## src/rtl/ppu_interrupt_ctrl_if.sv

```systemverilog
// Signal bundle between the PPU interrupt controller, its config/latch neighbours and the host TX byte stream.
// The slave view is the controller itself; the master view is whatever drives config, latch bits and tx_ready.
interface ppu_interrupt_ctrl_if;
  logic       cfg_wr_i;
  logic [1:0] cfg_addr_i;
  logic [7:0] cfg_data_i;
  logic [7:0] int_enabled_o;
  logic       int_clear_all_o;
  logic [7:0] int_triggered_i;
  logic       int_any_triggered_i;
  logic [7:0] tx_data_o;
  logic       tx_valid_o;
  logic       tx_ready_i;
  logic       busy_o;

  modport slave (
    input  cfg_wr_i, cfg_addr_i, cfg_data_i,
    input  int_triggered_i, int_any_triggered_i, tx_ready_i,
    output int_enabled_o, int_clear_all_o, tx_data_o, tx_valid_o, busy_o
  );

  modport master (
    output cfg_wr_i, cfg_addr_i, cfg_data_i,
    output int_triggered_i, int_any_triggered_i, tx_ready_i,
    input  int_enabled_o, int_clear_all_o, tx_data_o, tx_valid_o, busy_o
  );
endinterface

```

## src/rtl/ppu_interrupt_ctrl.sv

```systemverilog
// PPU edge-interrupt controller: drives the enable mask, snapshots and clears latched bits,
// and reports each event as {OPCODE, bits, seq} on a byte stream, followed by a coalescing holdoff.
module ppu_interrupt_ctrl #(
  parameter logic [7:0]  OPCODE   = 8'hA5,
  parameter int unsigned TICK_DIV = 64
) (
  input  logic               clock,
  input  logic               reset,
  ppu_interrupt_ctrl_if.slave bus
);

  localparam int TD_W  = $clog2(TICK_DIV + 1);
  localparam int CNT_W = (8 + TD_W > 16) ? (8 + TD_W) : 16;
  localparam logic [CNT_W-1:0] TICK_C = CNT_W'(TICK_DIV);

  typedef enum logic [2:0] {S_IDLE, S_HDR, S_BITS, S_SEQ, S_HOLD} state_e;

  state_e           state_q, state_d;
  logic [7:0]       mask_q, holdoff_q;
  logic             global_en_q;
  logic [7:0]       snap_q, snap_d;
  logic [7:0]       seq_q, seq_d;
  logic [CNT_W-1:0] cnt_q, cnt_d;
  logic [CNT_W-1:0] cnt_load;
  logic             start;
  logic             force_clear;
  logic             tx_valid;
  logic [7:0]       tx_data;

  // NOTE: sequential state uses non-blocking assignments so every register samples pre-edge values.
  always_ff @(posedge clock) begin
    if (reset) begin
      mask_q      <= 8'h00;
      holdoff_q   <= 8'h00;
      global_en_q <= 1'b0;
    end else if (bus.cfg_wr_i) begin
      case (bus.cfg_addr_i)
        2'd0:    mask_q      <= bus.cfg_data_i;
        2'd1:    holdoff_q   <= bus.cfg_data_i;
        2'd2:    global_en_q <= bus.cfg_data_i[0];
        default: ;
      endcase
    end
  end

  always_ff @(posedge clock) begin
    if (reset) begin
      state_q <= S_IDLE;
      snap_q  <= 8'h00;
      seq_q   <= 8'h00;
      cnt_q   <= '0;
    end else begin
      state_q <= state_d;
      snap_q  <= snap_d;
      seq_q   <= seq_d;
      cnt_q   <= cnt_d;
    end
  end

  assign cnt_load = CNT_W'(holdoff_q) * TICK_C - CNT_W'(1);

  // NOTE: every always_comb output gets a default first so no path leaves a latch behind.
  always_comb begin
    state_d  = state_q;
    snap_d   = snap_q;
    seq_d    = seq_q;
    cnt_d    = cnt_q;
    start    = 1'b0;
    tx_valid = 1'b0;
    tx_data  = 8'h00;
    case (state_q)
      S_IDLE: begin
        if (global_en_q && bus.int_any_triggered_i) begin
          start   = 1'b1;
          snap_d  = bus.int_triggered_i;
          state_d = S_HDR;
        end
      end
      S_HDR: begin
        tx_valid = 1'b1;
        tx_data  = OPCODE;
        if (bus.tx_ready_i) state_d = S_BITS;
      end
      S_BITS: begin
        tx_valid = 1'b1;
        tx_data  = snap_q;
        if (bus.tx_ready_i) state_d = S_SEQ;
      end
      S_SEQ: begin
        tx_valid = 1'b1;
        tx_data  = seq_q;
        if (bus.tx_ready_i) begin
          seq_d = seq_q + 8'd1;
          if (holdoff_q == 8'd0) begin
            state_d = S_IDLE;
          end else begin
            cnt_d   = cnt_load;
            state_d = S_HOLD;
          end
        end
      end
      S_HOLD: begin
        // Latched bits keep accumulating here; nothing is snapped or cleared.
        if (cnt_q == '0) state_d = S_IDLE;
        else             cnt_d   = cnt_q - CNT_W'(1);
      end
      default: state_d = S_IDLE;
    endcase
  end

  assign force_clear = bus.cfg_wr_i && (bus.cfg_addr_i == 2'd2) && bus.cfg_data_i[1];

  assign bus.int_clear_all_o = !reset && (force_clear || start);
  assign bus.int_enabled_o   = global_en_q ? mask_q : 8'h00;
  assign bus.tx_valid_o      = tx_valid;
  assign bus.tx_data_o       = tx_data;
  assign bus.busy_o          = (state_q != S_IDLE);

endmodule
```

## src/flat_wrapper.sv

```systemverilog
// flat-port wrapper written by rule: the top's interface ports become plain ports
module ppu_interrupt_ctrl_flat 
#(
  parameter logic [7:0]  OPCODE   = 8'hA5,
  parameter int unsigned TICK_DIV = 64
)
  (clock, reset, bus_cfg_wr_i, bus_cfg_addr_i, bus_cfg_data_i, bus_int_triggered_i, bus_int_any_triggered_i, bus_tx_ready_i, bus_int_enabled_o, bus_int_clear_all_o, bus_tx_data_o, bus_tx_valid_o, bus_busy_o);
  ppu_interrupt_ctrl_if bus_i ();
  input  logic clock;
  input  logic reset;
  input wire logic [$bits(bus_i.cfg_wr_i)-1:0] bus_cfg_wr_i;
  input wire logic [$bits(bus_i.cfg_addr_i)-1:0] bus_cfg_addr_i;
  input wire logic [$bits(bus_i.cfg_data_i)-1:0] bus_cfg_data_i;
  input wire logic [$bits(bus_i.int_triggered_i)-1:0] bus_int_triggered_i;
  input wire logic [$bits(bus_i.int_any_triggered_i)-1:0] bus_int_any_triggered_i;
  input wire logic [$bits(bus_i.tx_ready_i)-1:0] bus_tx_ready_i;
  output wire logic [$bits(bus_i.int_enabled_o)-1:0] bus_int_enabled_o;
  output wire logic [$bits(bus_i.int_clear_all_o)-1:0] bus_int_clear_all_o;
  output wire logic [$bits(bus_i.tx_data_o)-1:0] bus_tx_data_o;
  output wire logic [$bits(bus_i.tx_valid_o)-1:0] bus_tx_valid_o;
  output wire logic [$bits(bus_i.busy_o)-1:0] bus_busy_o;
  assign bus_i.cfg_wr_i = bus_cfg_wr_i;
  assign bus_i.cfg_addr_i = bus_cfg_addr_i;
  assign bus_i.cfg_data_i = bus_cfg_data_i;
  assign bus_i.int_triggered_i = bus_int_triggered_i;
  assign bus_i.int_any_triggered_i = bus_int_any_triggered_i;
  assign bus_i.tx_ready_i = bus_tx_ready_i;
  assign bus_int_enabled_o = bus_i.int_enabled_o;
  assign bus_int_clear_all_o = bus_i.int_clear_all_o;
  assign bus_tx_data_o = bus_i.tx_data_o;
  assign bus_tx_valid_o = bus_i.tx_valid_o;
  assign bus_busy_o = bus_i.busy_o;
  ppu_interrupt_ctrl #(.OPCODE(OPCODE), .TICK_DIV(TICK_DIV)) u_core (.clock(clock), .reset(reset), .bus(bus_i));
endmodule
```

## config.mk

```make
export PLATFORM = sky130hd
export DESIGN_NAME = ppu_interrupt_ctrl_flat
export DESIGN_NICKNAME = d
export VERILOG_FILES = /design/src/rtl/ppu_interrupt_ctrl_if.sv /design/src/rtl/ppu_interrupt_ctrl.sv /design/src/flat_wrapper.sv
export SDC_FILE = /design/constraint.sdc
export NUM_CORES = 1
export LEC_CHECK = 0
export CAP_MARGIN = 10
export CORE_ASPECT_RATIO = 0.6
export CORE_MARGIN = 2
export CORE_UTILIZATION = 50
export CTS_BUF_LIST = sky130_fd_sc_hd__clkbuf_8
export DETAILED_ROUTE_END_ITERATION = 8
export MAX_ROUTING_LAYER = met4
export PLACE_DENSITY = 0.78
export RECOVER_POWER = 25
export SKIP_CTS_REPAIR_TIMING = 1
export SYNTH_ARGS = -nofsm -noshare
export SYNTH_HDL_FRONTEND = slang
export SYNTH_SLANG_ARGS = --single-unit
```

## constraint.sdc

```tcl
create_clock -name clock -period 2.15 [get_ports clock]
set_input_delay 0.645 -clock clock [delete_from_list [all_inputs] [get_ports clock]]
set_output_delay 0.645 -clock clock [all_outputs]
set_load 0.01 [all_outputs]
```

==> impl_metrics.json <==
{
  "drive_above_1_share_pct": 17.7,
  "route.detailed.drc": 0,
  "clock.fmax_mhz": 461,
  "critPathKind": "input pin to output pin",
  "finalHoldViolCount": 0,
  "min_from": "u_core.cnt_q[11]$_SDFFE_PP0P_",
  "regToRegSetupSlack_ns": 0.06,
  "grt_pass1_wl_mm": 10.9,
  "firstDrtPassIters": 4,
  "clkTransAtPathRegs_ns": 0.10,
  "synth_compound_area_share_pct": 14.8,
  "dpl_worst_slack_ns": -0.521,
  "drt_iter0_markers": 176,
  "final_net_count": 416,
  "synth_top_family_by_area": "simple AND/OR/NAND/NOR gates",
  "syn-num-nets": 349,
  "yosys.area_share.simple_pct": 25.3,
  "yosysWarningCount": 0,
  "synthAdderAreaFrac_pct": 1.87,
  "synth_edf_count": 0,
  "synthCells": 322,
  "relSlewSlack_pct": 59.2,
  "tightest_slew_ns": 0.607,
  "layout.cell_area.non_filler_um2": 3550,
  "worstPathArrival_ns": 1.53,
  "routedLengthMet1_mm": 3.37,
  "totalWireLength_mm": 6.75,
  "worst_slack_ns": -0.0215,
  "cts_num_sinks": 52,
  "yosysTopAreaCell": "dfxtp_1",
  "via_count": 2547,
  "grt.total_usage_pct": 23.9,
  "period_minus_slack_ns": 2.17,
  "status": "finished, violations left",
  "portBuffers": 41,
  "grt_pass1_vias": 2310,
  "p_per_area_nw_per_um2": 506,
  "synthMuxAreaShare_pct": 10.9,
  "skew_ns": 0.00614,
  "dieArea_um2": 5970,
  "cts_tree": "done",
  "synth_cell_types": 47,
  "layout_commonest_cell": "nor2_1",
  "r2r_cells": 8,
  "layout_common_cells": "nor2_1, dfxtp_1, buf_4",
  "rsz0062_at_grt": "true",
  "overflow": 0,
  "wl_met2_mm": 3.00,
  "min_delay_worst_endpoint": "u_core.cnt_q[11]$_SDFFE_PP0P_",
  "synth_ff_type": "dfxtp_1",
  "crit_required_ns": 1.50,
  "critPathLaunchType": "input pin",
  "whs_path_depth": 2,
  "ys_async_sr_fraction_pct": 0,
  "maxCapViolations": 0,
  "clock-root-buffer": "clkbuf_8",
  "synth_top_cell_area_share_pct": 38.9,
  "route.top_layer_used": "met4",
  "ys_ff_latch": 52,
  "dieHeight_um": 60.7,
  "r2r_end": "u_core.cnt_q[1]$_SDFFE_PP0P_",
  "gp_congestion": 0.860,
  "routed_via_density": 5.59,
  "clock_path_buffers": 2,
  "period_share_pct": 101,
  "start_util_pct": 52.4,
  "synthXorXnorAreaFrac_pct": 4.26,
  "post-dp-hpwl_mm": 4.67,
  "endpoint_kind": "output pin",
  "p_leak_nw": 1.67,
  "violations": "setup timing",
  "grt_max_degree": 53,
  "synthesis.area_um2": 2680,
  "finalSetupViolations": 1,
  "worstSkewPairLatency_ns": 0.31,
  "cts_buffers": 5,
  "die_width_um": 98.4,
  "postSynthAreaPerCell_um2": 8.31,
  "ys_top_cells_by_area": "dfxtp_1, mux2i_1, nor2_1, a21oi_1, o21ai_0",
  "htreeDepth": 2,
  "placed_area_um2": 3350,
  "met3_length_um": 354,
  "cp_max_fo": 2,
  "peakVddDrop_v": 0.000292,
  "grt_antenna_before_repair": 0,
  "ioPinCount": 42,
  "report.final.slew_viol_count": 0,
  "worst_r2r_startpoint": "u_core.cnt_q[1]$_SDFFE_PP0P_",
  "diodes": 0,
  "yosysSeqAreaShare_pct": 38.9,
  "syn_to_final_growth_pct": 32.6,
  "total_power_mw": 1.79,
  "min_path_type": "flip-flop to flip-flop",
  "wire_per_inst_um": 14.8,
  "coreArea_um2": 5100,
  "postRouteAntennaNets": 0,
  "fp-row-count": 20
}
==> power by group <==
group	internal (mW)	switching [mW]
combinational	0.105	0.0961
clock	0.261	0.343
sequential	0.977	0.0116
==> critical path, stage by stage <==
cell	delay (ns)
clkdlybuf4s50_1	0.47
nand2_2	0.07
nor2_4	0.08
a31oi_1	0.04
nor2_1	0.08
buf_2	0.13
==> registers in the layout, indices dropped and copies added, names as in the netlist <==
signal	flops
u_core.cnt_q	16
u_core.seq_q	8
u_core.state_q	3
u_core.snap_q	8
u_core.mask_q	8
u_core.holdoff_q	8
u_core.global_en_q	1
==> kinds of logic after synthesis <==
group | count (synthesis)
AND/OR/NAND/NOR | 134
AO/OA/AOI/OAI | 65
flip-flops | 52
multiplexers | 29
buffers and inverters | 25
XOR/XNOR | 13
adder cells (fa/ha/maj) | 4
==> Yosys cell counts (all sizes together) (2+ instances only) <==
cell	n
a21oi	22
a311oi	6
a31oi	2
and2	8
buf	6
clkbuf	12
dfxtp	52
ha	4
inv	7
mux2i	29
nand2	20
nand2b	3
nand3	7
nand3b	2
nand4	3
nor2	59
nor2b	3
nor3	8
nor3b	2
nor4	7
o21a	2
o21ai	22
o31ai	2
or3	2
or3b	2
or4	6
xnor2	3
xor2	10
==> layer usage <==
layer	GRT usage (%)	vias to the layer above
li1	-	1268
met1	33.8	1208
met2	35.5	67
met5	-	-
met3	4.49	4
met4	5.87	0
==> metrics by stage <==
stage	instances	hold WS, ns	utilization, %	setup TNS, ns
global placement	445	0.462	65.7	-1.25
detailed placement	445	0.467	65.7	-1.77
floorplan	322	0.450	-	0
finish	456	0.484	69.5	-0.0215
global route	456	0.502	69.5	-0.127
CTS	453	0.484	67.6	-2.98
==> worst max path at each step <==
stage / cells past startpoint / slack (ns) / endpoint / start
3_3_place_gp: 5 / -0.48 / bus_int_clear_all_o / bus_cfg_wr_i
4_1_cts: 5 / -0.54 / bus_int_clear_all_o / bus_cfg_wr_i
2_1_floorplan: 6 / 0.07 / bus_int_clear_all_o / u_core.state_q[0]$_SDFFE_PP0P_
3_5_place_dp: 5 / -0.52 / bus_int_clear_all_o / bus_cfg_wr_i
5_1_grt: 6 / -0.1 / bus_int_clear_all_o / bus_int_any_triggered_i
6_report: 6 / -0.02 / bus_int_clear_all_o / bus_int_any_triggered_i
==> area by class of cell <==
cell class                      count  area [µm²]
Fill cell                         426        1560
Multi-Input combinational cell    245        1570
Sequential cell                    52        1040
Timing Repair Buffer               78         729
Inverter                            7        26.3
Clock buffer                        6        82.6
Tap cell                           66        82.6
Clock inverter                      2        15.0
(Power assumes the default switching activity.)
